$ cat config.mk
export PLATFORM = sky130hd
export DESIGN_NAME = fp_mul_out_stage
export DESIGN_NICKNAME = d
export VERILOG_FILES = /design/src/rtl/fp_pkg.sv /design/src/rtl/fp_skid_buf.sv /design/src/rtl/fp_mul_out_stage.sv
export SDC_FILE = /design/constraint.sdc
export NUM_CORES = 1
export LEC_CHECK = 0
export CAP_MARGIN = 20
export CORE_MARGIN = 4
export CORE_UTILIZATION = 44
export CTS_CLUSTER_DIAMETER = 80
export DETAILED_ROUTE_END_ITERATION = 10
export HOLD_SLACK_MARGIN = 0.12
export PLACE_DENSITY = 0.85
export SYNTH_ARGS = -nofsm -noshare
export SYNTH_HDL_FRONTEND = slang
export SYNTH_SLANG_ARGS = --single-unit
$ cat constraint.sdc
create_clock -name clk -period 3.1 [get_ports clk]
set_input_delay 0.93 -clock clk [delete_from_list [all_inputs] [get_ports clk]]
set_output_delay 0.93 -clock clk [all_outputs]
set_load 0.05 [all_outputs]
$ cat src/rtl/fp_pkg.sv
// Shared widths, class-flag bit positions and skid-buffer states for the FP multiplier output path.
package fp_pkg;
    localparam int N_EXP_D = 11;
    localparam int N_MAN_D = 52;

    localparam int FLAG_NORM  = 0;
    localparam int FLAG_DNORM = 1;
    localparam int FLAG_ZERO  = 2;
    localparam int FLAG_INF   = 3;
    localparam int FLAG_NAN   = 4;
    localparam int FLAG_ERR   = 5;

    typedef enum logic [1:0] {
        ST_EMPTY = 2'd0,
        ST_ONE   = 2'd1,
        ST_TWO   = 2'd2
    } skid_state_t;
endpackage

$ cat src/rtl/fp_skid_buf.sv
// Generic 2-entry skid buffer: M drives the output, S catches one extra entry.
// Latency 1 cycle; full throughput while out_ready is high.
// in_ready depends only on buffer state (low when both entries are occupied).
module fp_skid_buf
    import fp_pkg::*;
#(
    parameter int W = 8
) (
    input  logic         clk,
    input  logic         rst,
    input  logic         in_valid,
    output logic         in_ready,
    input  logic [W-1:0] in_data,
    output logic         out_valid,
    input  logic         out_ready,
    output logic [W-1:0] out_data
);
    skid_state_t  state, state_nxt;
    logic [W-1:0] m_q, s_q;
    logic         acc, dlv;
    logic         load_m, m_from_s, load_s;

    assign in_ready  = (state != ST_TWO);
    assign out_valid = (state != ST_EMPTY);
    assign out_data  = m_q;
    assign acc       = in_valid && in_ready;
    assign dlv       = out_valid && out_ready;

    always_comb begin
        state_nxt = state;
        load_m    = 1'b0;
        m_from_s  = 1'b0;
        load_s    = 1'b0;
        case (state)
            ST_EMPTY: begin
                if (acc) begin
                    state_nxt = ST_ONE;
                    load_m    = 1'b1;
                end
            end
            ST_ONE: begin
                if (acc && !dlv) begin
                    state_nxt = ST_TWO;
                    load_s    = 1'b1;
                end else if (acc && dlv) begin
                    load_m = 1'b1;
                end else if (dlv) begin
                    state_nxt = ST_EMPTY;
                end
            end
            ST_TWO: begin
                // in_ready is low here, so only a drain can happen
                if (dlv) begin
                    state_nxt = ST_ONE;
                    load_m    = 1'b1;
                    m_from_s  = 1'b1;
                end
            end
            default: state_nxt = ST_EMPTY;
        endcase
    end

    always_ff @(posedge clk) begin
        if (rst) begin
            state <= ST_EMPTY;
            m_q   <= '0;
            s_q   <= '0;
        end else begin
            state <= state_nxt;
            if (load_m) m_q <= m_from_s ? s_q : in_data;
            if (load_s) s_q <= in_data;
        end
    end
endmodule

$ cat src/rtl/fp_mul_out_stage.sv
// Registered output stage for the FP multiplier: skid buffer plus sticky class flags and event counters.
// Latency 1 cycle; in_ready drops only when both buffer entries are full.
// Counters and the cnt_val mux exist only when FP_MUL_OUT_CNT_EN is defined; otherwise cnt_val reads 0.
module fp_mul_out_stage
    import fp_pkg::*;
#(
    parameter int N_EXP = N_EXP_D,
    parameter int N_MAN = N_MAN_D,
    parameter int CNT_W = 16
) (
    input  logic                   clk,
    input  logic                   rst,
    input  logic                   in_valid,
    output logic                   in_ready,
    input  logic [N_EXP+N_MAN:0]   in_p,
    input  logic [4:0]             in_flags,
    output logic                   out_valid,
    input  logic                   out_ready,
    output logic [N_EXP+N_MAN:0]   out_p,
    output logic [4:0]             out_flags,
    output logic [5:0]             sticky_flags,
    input  logic                   clr_sticky,
    input  logic [2:0]             cnt_sel,
    output logic [CNT_W-1:0]       cnt_val
);
    localparam int PW = N_EXP + N_MAN + 1;

    logic          acc;
    logic          one_hot, exp_ones, flag_err;
    logic [5:0]    ev;
    logic [5:0]    sticky_q;

    fp_skid_buf #(.W(PW + 5)) u_buf (
        .clk       (clk),
        .rst       (rst),
        .in_valid  (in_valid),
        .in_ready  (in_ready),
        .in_data   ({in_flags, in_p}),
        .out_valid (out_valid),
        .out_ready (out_ready),
        .out_data  ({out_flags, out_p})
    );

    assign acc      = in_valid && in_ready;
    assign one_hot  = $onehot(in_flags);
    assign exp_ones = &in_p[N_EXP+N_MAN-1:N_MAN];
    // An inf tag on a non-max exponent means the multiplier's classifier disagrees with its own data
    assign flag_err = !one_hot || (in_flags[FLAG_INF] && !exp_ones);
    assign ev       = {flag_err, in_flags};

    assign sticky_flags = sticky_q;

    always_ff @(posedge clk) begin
        if (rst) begin
            sticky_q <= '0;
        end else begin
            sticky_q <= (clr_sticky ? 6'd0 : sticky_q) | (acc ? ev : 6'd0);
        end
    end

`ifdef FP_MUL_OUT_CNT_EN
    logic [CNT_W-1:0] cnt_q   [6];
    logic [CNT_W-1:0] cnt_nxt [6];

    // Clear first, then count the same-cycle accept on top of the cleared value
    always_comb begin
        for (int i = 0; i < 6; i++) begin
            cnt_nxt[i] = clr_sticky ? '0 : cnt_q[i];
            if (acc && ev[i] && (cnt_nxt[i] != {CNT_W{1'b1}}))
                cnt_nxt[i] = cnt_nxt[i] + CNT_W'(1);
        end
    end

    always_ff @(posedge clk) begin
        for (int i = 0; i < 6; i++) begin
            if (rst) cnt_q[i] <= '0;
            else     cnt_q[i] <= cnt_nxt[i];
        end
    end

    always_comb begin
        cnt_val = '0;
        if (cnt_sel < 3'd6) cnt_val = cnt_q[cnt_sel];
    end
`else
    logic unused_cnt_sel;
    assign unused_cnt_sel = ^cnt_sel;
    assign cnt_val        = '0;
`endif
endmodule

# Word level (Yosys, flattened, before mapping)
# Index checks and enable logic that the tools add are counted.
# word_totals
ff_bits	146
latchBits	0
ramBits	0
romBits	0
in_bits	77
out_inout_bits	93
wordCells	47
memories	0
# classes
add_sub_neg	4
n_mul	0
div	0
order_cmp	0
n_eq_ne	8
shifts	0
mux	17
bitwise_logic	1
reduce_logical	13
# op_table
op	n
69-bit 2-to-1 mux	1
6-bit 2-to-1 mux	2
11-bit AND reduction	1
2-bit 2-to-1 mux	5
1-bit 2-to-1 mux	7
6-bit OR	1
2-bit case mux with 3 select lines	1
1-bit logical AND	5
1-bit by 1-bit adder with 2-bit output	2
2-bit inequality test, second input constant	2
4-bit AND reduction	1
2-bit by 2-bit adder with 3-bit output	1
3-bit by 1-bit adder with 3-bit output	1
3-bit by 1-bit equality test with 1-bit output, second input constant	1
1-bit zero test	3
3-bit by 1-bit inequality test with 1-bit output, second input constant	1
3-bit by 2-bit inequality test with 1-bit output, second input constant	1
1-bit case mux with 3 select lines	1
2-bit by 1-bit equality test with 1-bit output, second input constant	1
2-bit equality test, second input constant	1
2-bit zero test	1
2-bit by 1-bit inequality test with 1-bit output, second input constant	1
2-bit nonzero test	1
1-bit logical OR	1

# Depth between registers and ports, before layout
# Gate-level depths: netlist (run 1).
# logic_depth
word_depth	8
mapped_depth	8
mapped_depth_nobuf	8

# Cells and area by module
# Synthesis (run 1) repeated with hierarchy kept, for this count alone.
# hier_totals
hier_cells	692
hier_area_um2	6516.2
# by_module_without_submodules
mod	instances	cells_each	area_per_inst_um2	seq_area_each_um2
fp_skid_buf	1	640	6075.8	2802.7
fp_mul_out_stage	1	52	440.4	120.1

# Least setup slack after synthesis (run 1)
# Ideal clock, no wire load.
# synth_path
kind	input to register
from	in in_flags[0]
to	reg sticky_q[5], in the netlist sticky_flags[5]
setup_time_ns	0.134
t_arrival_ns	2.861
t_required_ns	2.966
path_slack_ns	0.105
stages	8
path_buffers	0
cell_sequence	inv_1 > fa_1 > inv_1 > fa_1 > ha_1 > or3b_2 > a32oi_1 > o22ai_1
# synth_between
elab_chain_cells	8
# synth_lines
item	line_no	source
start: declaration	fp_mul_out_stage.sv:16	input logic [4:0] in_flags,
1-bit by 1-bit adder with 2-bit output (implied by the code)	fp_mul_out_stage.sv:45	assign one_hot = $onehot(in_flags);
2-bit by 2-bit adder with 3-bit output (implied by the code)	fp_mul_out_stage.sv:45	
3-bit by 1-bit adder with 3-bit output (implied by the code)	fp_mul_out_stage.sv:45	
3-bit by 1-bit equality test with 1-bit output	fp_mul_out_stage.sv:45	
1-bit zero test	fp_mul_out_stage.sv:48	assign flag_err = !one_hot || (in_flags[FLAG_INF] && !exp_ones);
1-bit logical OR	fp_mul_out_stage.sv:48	
6-bit 2-to-1 mux	fp_mul_out_stage.sv:57	sticky_q <= (clr_sticky ? 6'd0 : sticky_q) | (acc ? ev : 6'd0);
6-bit OR	fp_mul_out_stage.sv:57	
end signal: assignment	fp_mul_out_stage.sv:57	
end: declaration	fp_mul_out_stage.sv:31	logic [5:0] sticky_q;
# No other way between the ends.
# A chain may end at the register's enable or synchronous reset.

# Worst setup path after layout (run 1)
# layout_path
from	reg u_buf.state[0]
to	out in_ready
# layout_between
elab_chain_cells	1
# layout_lines
item	line_no	source
start: declaration	fp_skid_buf.sv:18	skid_state_t state, state_nxt;
start signal: assignment	fp_skid_buf.sv:69	state <= state_nxt;
2-bit inequality test	fp_skid_buf.sv:23	assign in_ready = (state != ST_TWO);
end: declaration	fp_mul_out_stage.sv:14	output logic in_ready,
# No other way between the ends.

==> results_dict.tcl, run 1 <==
set metrics [dict create \
    place_congestion 0.7911 \
    hold_viol_final 0 \
    setup_violations 0 \
    cp_max_fo 10 \
    hp-class "reg -> reg" \
    antenna_left 0 \
    startpoint "u_buf.state[0]" \
    final_cells 1071 \
    drive_gt1_frac 0.08305 \
    ios 170 \
    endpoint_kind "output port" \
    slowest_stage "clkdlybuf4s50_1" \
    cellPowerDensity_nw_per_um2 607.9 \
    root_buffer "clkbuf_16" \
    slowest_delay_ns 0.86 \
    timing.rr.start "u_buf.state[1]" \
    tightest_slew_ns 0.5808 \
    die_h_um 127.5 \
    clk_latency_ns 0.41 \
    relSlewSlack 0.6116 \
    via_count 5913 \
    fp.dieW_um 127.5 \
    r2r_cells 4 \
    worstPathArrival_ns 1.97 \
    startpoint_type "flip-flop" \
    worst-r2r-setup-slack_ns 1.38 \
    setup_ws_ns 0.2015 \
    ys_ff_latch 146 \
    r2r_end "u_buf.out_data[30]" \
    grt_pass1_wl_um 27750 \
    status "complete, no violations" \
    fin_crit_sh 0.9350 \
    syn_avg_cell_area_sq_um 8.144 \
    clkPwrFrac 0.398 \
    dieArea_sq_um 16270 \
    routedWlPerCell_um 15.99 \
    yosys_warnings 0 \
    vdd_ir_drop_max_mv 0.3463 \
    slew_violations 0 \
    path_clk_slew_ns 0.06 \
    combPwrFrac 0.201 \
    clk_path_buf_depth 2 \
    first_iter_violations 615 \
    overflow 0 \
    drv_cap 0 \
    core_sq_um 13930 \
    netlist.area_leader.share 0.4649 \
    rows 43 \
    grt_pass1_vias 5597 \
    synth_seq_area_share 0.4649 \
    switching_share 0.2878 \
    max_freq_mhz 345.0 \
    diodes 0 \
    netlist_area_sq_um 6287 \
    io_buffers 150 \
    p_switching_w 0.001479 \
    fin_worst_hold_slack_ns 0.4529 \
    critPathRequiredTime_ns 2.17 \
    path_cells "nand2b_1 -> clkdlybuf4s50_1" \
    crit_path_end "in_ready" \
    tritoncts "done" \
    antenna_found_initial 0 \
    p_leak_nw 3.000 \
    routed_wl_um 17130 \
    clock-sinks 146 \
    power.internal_w 0.003661 \
    rsz0062_at_grt "no" \
    period_needed_ns 2.898 \
    drc_errors 0 \
    areaGrowthSynthToFinish_pct 34.49 \
    fillers 1185 \
    avgViaCountPerCell 5.521 \
    syn_inst 772 \
    htreeDepth 4 \
    yosysTopAreaCell "dfxtp_1" \
    start_util 0.4512 \
    firstDrtPassIters 5 \
    hpwl_um 10700 \
    place_ws_ns -0.4994 \
    clock_skew_ns 0.005180 \
    seqPwrFrac 0.400 \
    synthDistinctLibCells 32 \
    ys_top_cells_by_area "dfxtp_1, nand2_1, a211oi_1" \
    crit_type "reg -> out" \
    place_inst 1041 \
    cts_buffers 17 \
    grtUsageTotal 0.2091 \
    finish.net_count 960 \
    grt_max_degree 92 \
]
## metrics by stage
step,total power [W],utilization,area (sq um),setup TNS [ns]
2_1_floorplan,0.002760,-,6344,0
3_3_place_gp,0.003112,0.5632,7848,-0.4457
3_5_place_dp,0.003127,0.5632,7848,-0.4994
4_1_cts,0.005177,0.6064,8451,0
5_1_grt,0.005332,0.6068,8456,0
6_report,0.005140,0.6068,8456,0
## routing by layer
layer / GRT usage / vias to the layer above / wire, um
met4: 0.08391 / 0 / 410
met3: 0.05100 / 32 / 1212
met2: 0.3298 / 229 / 8138
met1: 0.2755 / 2750 / 7366
li1: - / 2902 / -
met5: 0 / - / 0
## worst min path at each step
stage                             start       endpoint  slack, ns  cells after the start
after floorplan            u_buf.s_q[0]   u_buf.s_q[0]       0.44                      2
after global placement    u_buf.s_q[16]  u_buf.s_q[16]       0.44                      2
after detailed placement  u_buf.s_q[40]  u_buf.s_q[40]       0.45                      2
after CTS                 u_buf.s_q[40]  u_buf.s_q[40]       0.45                      2
after global routing      u_buf.s_q[34]  u_buf.s_q[34]       0.47                      2
final                     u_buf.s_q[39]  u_buf.s_q[39]       0.45                      2
## power by group through the flow
stage | Combinational (W) | Sequential (W) | Clock (W)
after floorplan | 0.000370 | 0.00239 | 0
after global placement | 0.00102 | 0.00209 | 0
after detailed placement | 0.00103 | 0.00210 | 0
after CTS | 0.00104 | 0.00206 | 0.00208
after global routing | 0.00110 | 0.00207 | 0.00216
final | 0.00104 | 0.00206 | 0.00205
## placed cells by master, fill, tap and decap left out, types with 2 or more instances in the layout
cell type and instances:
a311oi_1 59, inv_1 6, clkinvlp_4 3, clkbuf_16 17, a21oi_1 70, buf_12 5, clkdlybuf4s50_1 146, conb_1 16
dfxtp_1 146, clkinv_2 5, nand2_1 278, nor2_1 5, buf_4 18, bufinv_16 3, a311oi_2 10, clkbuf_8 2
a32oi_1 6, dlygate4sd2_1 2, a211oi_1 70, nand4_1 2
## cells in the mapped netlist (all sizes together)
library cell	count
nand2	278
dfxtp	146
a211oi	70
a21oi	70
a311oi	69
clkbuf	53
buf	45
a32oi	6
inv	6
nor2	5
a21o	2
fa	2
nand2b	2
nand4	2
or3b	2
and2	1
and3b	1
and4bb	1
conb	1
ha	1
nand3	1
nand3b	1
nand4b	1
nand4bb	1
nor2b	1
nor3	1
o21bai	1
o22ai	1
or2	1
## worst max-delay path, delay by kind of cell, from the launching register on
family        cells  cell delay (ns)
buf+inv           1             0.86
simple gates      1             0.18
flops             1             0.52
## layout make-up
type | instances | area, sq um | share of cell area
inverters | 6 | 22.52 | 0.002664
multi-input cells | 537 | 2968 | 0.3510
clock buffers | 19 | 452.9 | 0.05357
repair buffers | 172 | 1727 | 0.2042
clock inverters | 11 | 137.6 | 0.01628
well taps | 180 | 225.2 | 0.02664
flip-flops and latches | 146 | 2923 | 0.3457
## flip-flops by register name, indices dropped and copies added (netlist names)
signal / count
u_buf.state: 2
sticky_flags: 6
u_buf.s_q: 69
u_buf.out_data: 69
## what timing repair did
| action | CTS | global route |
|---|---|---|
| hold buffers | 0 | 0 |
| gates resized for setup | 4 | 2 |
| pin swaps | 3 | 3 |
| setup endpoints to repair | 1 | 1 |
| setup buffers | 0 | 0 |
## cell families (layout without fill, tap and decap cells)
kind of cell / Yosys count / count (layout) / share of synthesized area
other cells: 1 / 16 / 0.0005964
flops: 146 / 146 / 0.4649
buf+inv: 104 / 208 / 0.07980
compound gates: 219 / 219 / 0.2583
fa+ha+maj: 3 / 3 / 0.008358
simple gates: 299 / 299 / 0.1881
Power figures use the tool's default switching activity.
==> run 2, diff against run 1 <==
--- a/config.mk
+++ b/config.mk
@@ -7,11 +7,12 @@
 export LEC_CHECK = 0
 export CAP_MARGIN = 20
 export CORE_MARGIN = 4
-export CORE_UTILIZATION = 44
+export CORE_UTILIZATION = 48
 export CTS_CLUSTER_DIAMETER = 80
 export DETAILED_ROUTE_END_ITERATION = 10
-export HOLD_SLACK_MARGIN = 0.12
-export PLACE_DENSITY = 0.85
+export DONT_BUFFER_PORTS = 1
+export HOLD_SLACK_MARGIN = 0.02
+export PLACE_DENSITY = 0.73
 export SYNTH_ARGS = -nofsm -noshare
 export SYNTH_HDL_FRONTEND = slang
 export SYNTH_SLANG_ARGS = --single-unit
==> run 2 against run 1 <==
Effect of this change: final cell count shrank 15%; via count down 7.6%; register-to-register slack got worse by 0.27 ns; fmax rose by 8.3%; critical path depth rose by 6; die area fell by 7.8%; clock skew about the same; global-route usage grew 1.8 points; wire length is 0.11% higher; sequential cell count did not move; critical endpoint is now sticky_flags[5]; highest routed layer unchanged.
==> results_dict.tcl, run 2 (synthesis gave the netlist of run 1 again) <==
set metrics [dict create \
    cts_hold_buf 0 \
    status "complete, no violations" \
    mostFrequentLayoutCell "nand2_1" \
    core_sq_um 12720 \
    final_core_util 0.5430 \
    avgViaCountPerCell 6.019 \
    period_needed_ns 2.675 \
    overflow 0 \
    drive_gt1_frac 0.08832 \
    layout_common_cells "nand2_1, dfxtp_1, a21oi_1, a211oi_1, a311oi_1" \
    max_freq_mhz 373.8 \
    cts_resized 0 \
    r2r_cells 4 \
    clock_skew_ns 0.005584 \
    dieArea_sq_um 14990 \
    ios 170 \
    setup_tns_ns 0 \
    root_buffer "clkbuf_16" \
    tritoncts "done" \
    hold_viol_final 0 \
    vdd_ir_drop_max_mv 0.3211 \
    firstDrtPassIters 5 \
    finish.net_count 804 \
    areaGrowthSynthToFinish_pct 9.871 \
    fin_crit_sh 0.8630 \
    io_buffers 0 \
    setup_ws_ns 0.4248 \
    drc_errors 0 \
    tightest_slew_ns 0.6472 \
    first_iter_violations 413 \
    hpwl_um 10680 \
    hold_depth 2 \
    cellPowerDensity_nw_per_um2 735.2 \
    place_congestion 0.8229 \
    start_util 0.4942 \
    clk_latency_ns 0.42 \
    critPathRequiredTime_ns 3.39 \
    drv_cap 0 \
    clk_path_buf_depth 2 \
    clock-sinks 146 \
    path_clk_slew_ns 0.06 \
    place_area_sq_um 6243 \
    final_cell_area_sq_um 6908 \
    slew_violations 0 \
    grt_pass1_wl_um 26790 \
    grt_pass1_vias 5219 \
    startpoint_type "input pin" \
    htreeDepth 4 \
    place_ws_ns 0.003364 \
    rsz0062_at_grt "no" \
    p_leak_nw 2.422 \
    cts_buffers 17 \
    cp_max_fo 4 \
    antenna_left 0 \
    fp.dieW_um 122.5 \
    diodes 0 \
    hp-class "reg -> reg" \
    endpoint_kind "flip-flop" \
    rows 41 \
    antenna_found_initial 0 \
    routedWlPerCell_um 18.88 \
    crit_type "in -> reg" \
    grtUsageTotal 0.2271 \
    relSlewSlack 0.5680 \
    routed_wl_um 17150 \
    cts_setup_buffers 0 \
    grt_max_degree 148 \
    setup_violations 0 \
    via_count 5465 \
    worstPathArrival_ns 2.97 \
    die_h_um 122.5 \
]
-- run 2: cell count changes in the layout (fill, tap and decap cells not counted), sizes merged --
cell / previous run / this run
bufinv: 3 / 6
clkdlybuf4s50: 146 / 0
buf: 23 / 16
clkinv: 5 / 4
dlygate4sd2: 2 / 0
dlymetal6s2s: 1 / 0
clkbuf: 19 / 20
clkinvlp: 3 / 1
-- run 2: cell type report --
class                           count  area, sq um
Tap cell                          172        215.2
Fill cell                        1205         5814
Clock buffer                       20        456.7
Timing Repair Buffer               16        132.6
Inverter                            6        22.52
Multi-Input combinational cell    537         2950
Clock inverter                     11        207.7
Sequential cell                   146         2923
-- run 2: report_power, final --
| part | total, W | switching (W) | internal (W) |
|---|---|---|---|
| Clock | 0.00230 | 0.000762 | 0.00154 |
| Combinational | 0.000392 | 0.000246 | 0.000147 |
| Sequential | 0.00238 | 0.000392 | 0.00199 |
| Total | 0.00508 | 0.00140 | 0.00368 |
-- run 2: final timing paths --
kind             startpoint            endpoint  slack, ns
max reg2reg  u_buf.state[1]  u_buf.out_data[57]       1.11
min            u_buf.s_q[7]        u_buf.s_q[7]       0.45
max             in_flags[0]     sticky_flags[5]       0.42
min reg2reg    u_buf.s_q[7]        u_buf.s_q[7]       0.45
-- run 2: worst max-delay path: stages --
cell     delay [ns]
inv_1          0.04
fa_1           0.53
inv_1          0.05
fa_1           0.36
ha_1           0.29
or3b_2         0.46
a32oi_1        0.20
o22ai_1        0.10
-- run 2: per-layer routing --
metal / up-vias / GRT usage / part of all wire
li1: 2595 / - / -
met1: 2649 / 0.2581 / 0.39
met2: 193 / 0.3817 / 0.50
met3: 28 / 0.09217 / 0.093
met4: 0 / 0.08817 / 0.018
met5: - / 0 / 0
-- run 2: through the flow --
stage / cells / total power, W / hold slack, ns
floorplan: 787 / 0.002760 / 0.4366
global placement: 876 / 0.002793 / 0.4358
detailed placement: 877 / 0.002817 / 0.4409
CTS: 908 / 0.005116 / 0.4488
global route: 908 / 0.005258 / 0.4608
finish: 908 / 0.005079 / 0.4503
==> run 3, diff against run 2 <==
--- a/config.mk
+++ b/config.mk
@@ -5,7 +5,7 @@
 export SDC_FILE = /design/constraint.sdc
 export NUM_CORES = 1
 export LEC_CHECK = 0
-export CAP_MARGIN = 20
+export CAP_MARGIN = 15
 export CORE_MARGIN = 4
 export CORE_UTILIZATION = 48
 export CTS_CLUSTER_DIAMETER = 80
==> run 3 against run 2 <==
Effect of this change: count of clock-buffer cells in the layout grew 1; fmax down 0.43%; register-to-register slack barely moved; highest routed layer unchanged; largest power group unchanged; sequential cell count unchanged; power fell by 1.3%; global-route usage is 0.12 points lower; worst hold slack better by 0.00051 ns.
==> results_dict.tcl, run 3 (synthesis gave the netlist of run 1 again) <==
set metrics [dict create \
    status "complete, no violations" \
    drive_gt1_frac 0.08832 \
    fin_crit_sh 0.8667 \
    setup_ws_ns 0.4133 \
    cts_hold_buf 0 \
    p_leak_nw 2.411 \
    routed_wl_um 16960 \
    combPwrFrac 0.078 \
    hpwl_um 10530 \
    clk_path_buf_depth 2 \
    cp_max_fo 4 \
    avgViaCountPerCell 5.982 \
    fp.dieW_um 122.5 \
    tightest_slew_ns 0.6471 \
    antenna_left 0 \
    clk_latency_ns 0.42 \
    tritoncts "done" \
    power.internal_w 0.003620 \
    critPathRequiredTime_ns 3.40 \
    htreeDepth 4 \
    max_freq_mhz 372.2 \
    grt_pass1_wl_um 26500 \
    io_buffers 0 \
    place_congestion 0.8229 \
    clock_skew_ns 0.006504 \
    first_iter_violations 383 \
    diodes 0 \
    clkPwrFrac 0.446 \
    place_ws_ns -0.02183 \
    fillers 1214 \
    p_total_w 0.005013 \
    hold_viol_final 0 \
    layout_common_cells "nand2_1, dfxtp_1, a21oi_1, a211oi_1, a311oi_1" \
    final_core_util 0.5419 \
    ios 170 \
    clock-sinks 146 \
    path_cells "inv_1 -> fa_1 -> inv_1 -> fa_1 -> ha_1 -> or3b_2 -> a32oi_1 -> o22ai_1" \
    start_util 0.4942 \
    hp-class "reg -> reg" \
    antenna_found_initial 0 \
    mostFrequentLayoutCell "nand2_1" \
    slowest_stage "fa_1" \
    areaGrowthSynthToFinish_pct 9.652 \
    place_area_sq_um 6223 \
    setup_violations 0 \
    cts_buffers 17 \
    cellPowerDensity_nw_per_um2 727.2 \
    p_switching_w 0.001393 \
    worstPathArrival_ns 2.98 \
    vdd_ir_drop_max_mv 0.3492 \
    firstDrtPassIters 7 \
    grt_max_degree 148 \
    final_cell_area_sq_um 6894 \
    switching_share 0.2778 \
    path_buf_inv 2 \
    cts_setup_buffers 0 \
    grt_pass1_vias 5211 \
    startpoint_type "input pin" \
    slowest_delay_ns 0.53 \
    slew_violations 0 \
    relSlewSlack 0.5680 \
    seqPwrFrac 0.475 \
    cts_resized 0 \
    grtUsageTotal 0.2259 \
    drc_errors 0 \
    path_clk_slew_ns 0.06 \
    period_needed_ns 2.687 \
    rows 41 \
    core_sq_um 12720 \
    root_buffer "clkbuf_16" \
    die_h_um 122.5 \
    cp_top_family "adder cells" \
    dieArea_sq_um 14990 \
    crit_type "in -> reg" \
    overflow 0 \
    via_count 5432 \
    rsz0062_at_grt "no" \
    finish.net_count 804 \
    routedWlPerCell_um 18.68 \
    endpoint_kind "flip-flop" \
    drv_cap 0 \
]
## run 3: path summary, 6_finish.rpt
path	from	end	slack, ns	cells past startpoint
setup / recovery	in_flags[0]	sticky_flags[5]	0.41	8
hold / removal	u_buf.s_q[25]	u_buf.s_q[25]	0.45	2
hold reg to reg	u_buf.s_q[25]	u_buf.s_q[25]	0.45	2
setup reg to reg	u_buf.state[1]	u_buf.out_data[21]	1.10	4
## run 3: final cells by class
type                    count  area, sq um  share of cell area
well taps                 172        215.2             0.03122
repair buffers             16        132.6             0.01924
flip-flops and latches    146         2923              0.4240
inverters                   6        22.52            0.003267
multi-input cells         537         2950              0.4279
clock buffers              21        470.5             0.06824
clock inverters            10        180.2             0.02613
## run 3: power by group through the flow
stage	registers, W	clock network [W]	logic (W)
floorplan	0.00239	0	0.000370
global placement	0.00242	0	0.000372
detailed placement	0.00243	0	0.000389
CTS	0.00238	0.00229	0.000391
global route	0.00240	0.00235	0.000434
finish	0.00238	0.00224	0.000392
## run 3: metal layers
metal  track usage  up-vias  routed length (um)
li1              -     2593                   -
met1        0.2578     2608                6705
met2        0.3782      207                8320
met3       0.08664       24                1681
met4       0.09587        0                 257
met5             0        -                   0
## run 3: per-stage QoR
stage	TNS [ns]	instances	hold slack, ns
2_1_floorplan	0	787	0.4366
3_3_place_gp	0	876	0.4358
3_5_place_dp	-0.02183	876	0.4410
4_1_cts	0	907	0.4486
5_1_grt	0	908	0.4589
6_report	0	908	0.4508
## run 3: tightest hold or removal path: stages, from the launching register on
cell,delay (ns)
dfxtp_1,0.30
nand2_1,0.05
a21oi_1,0.05
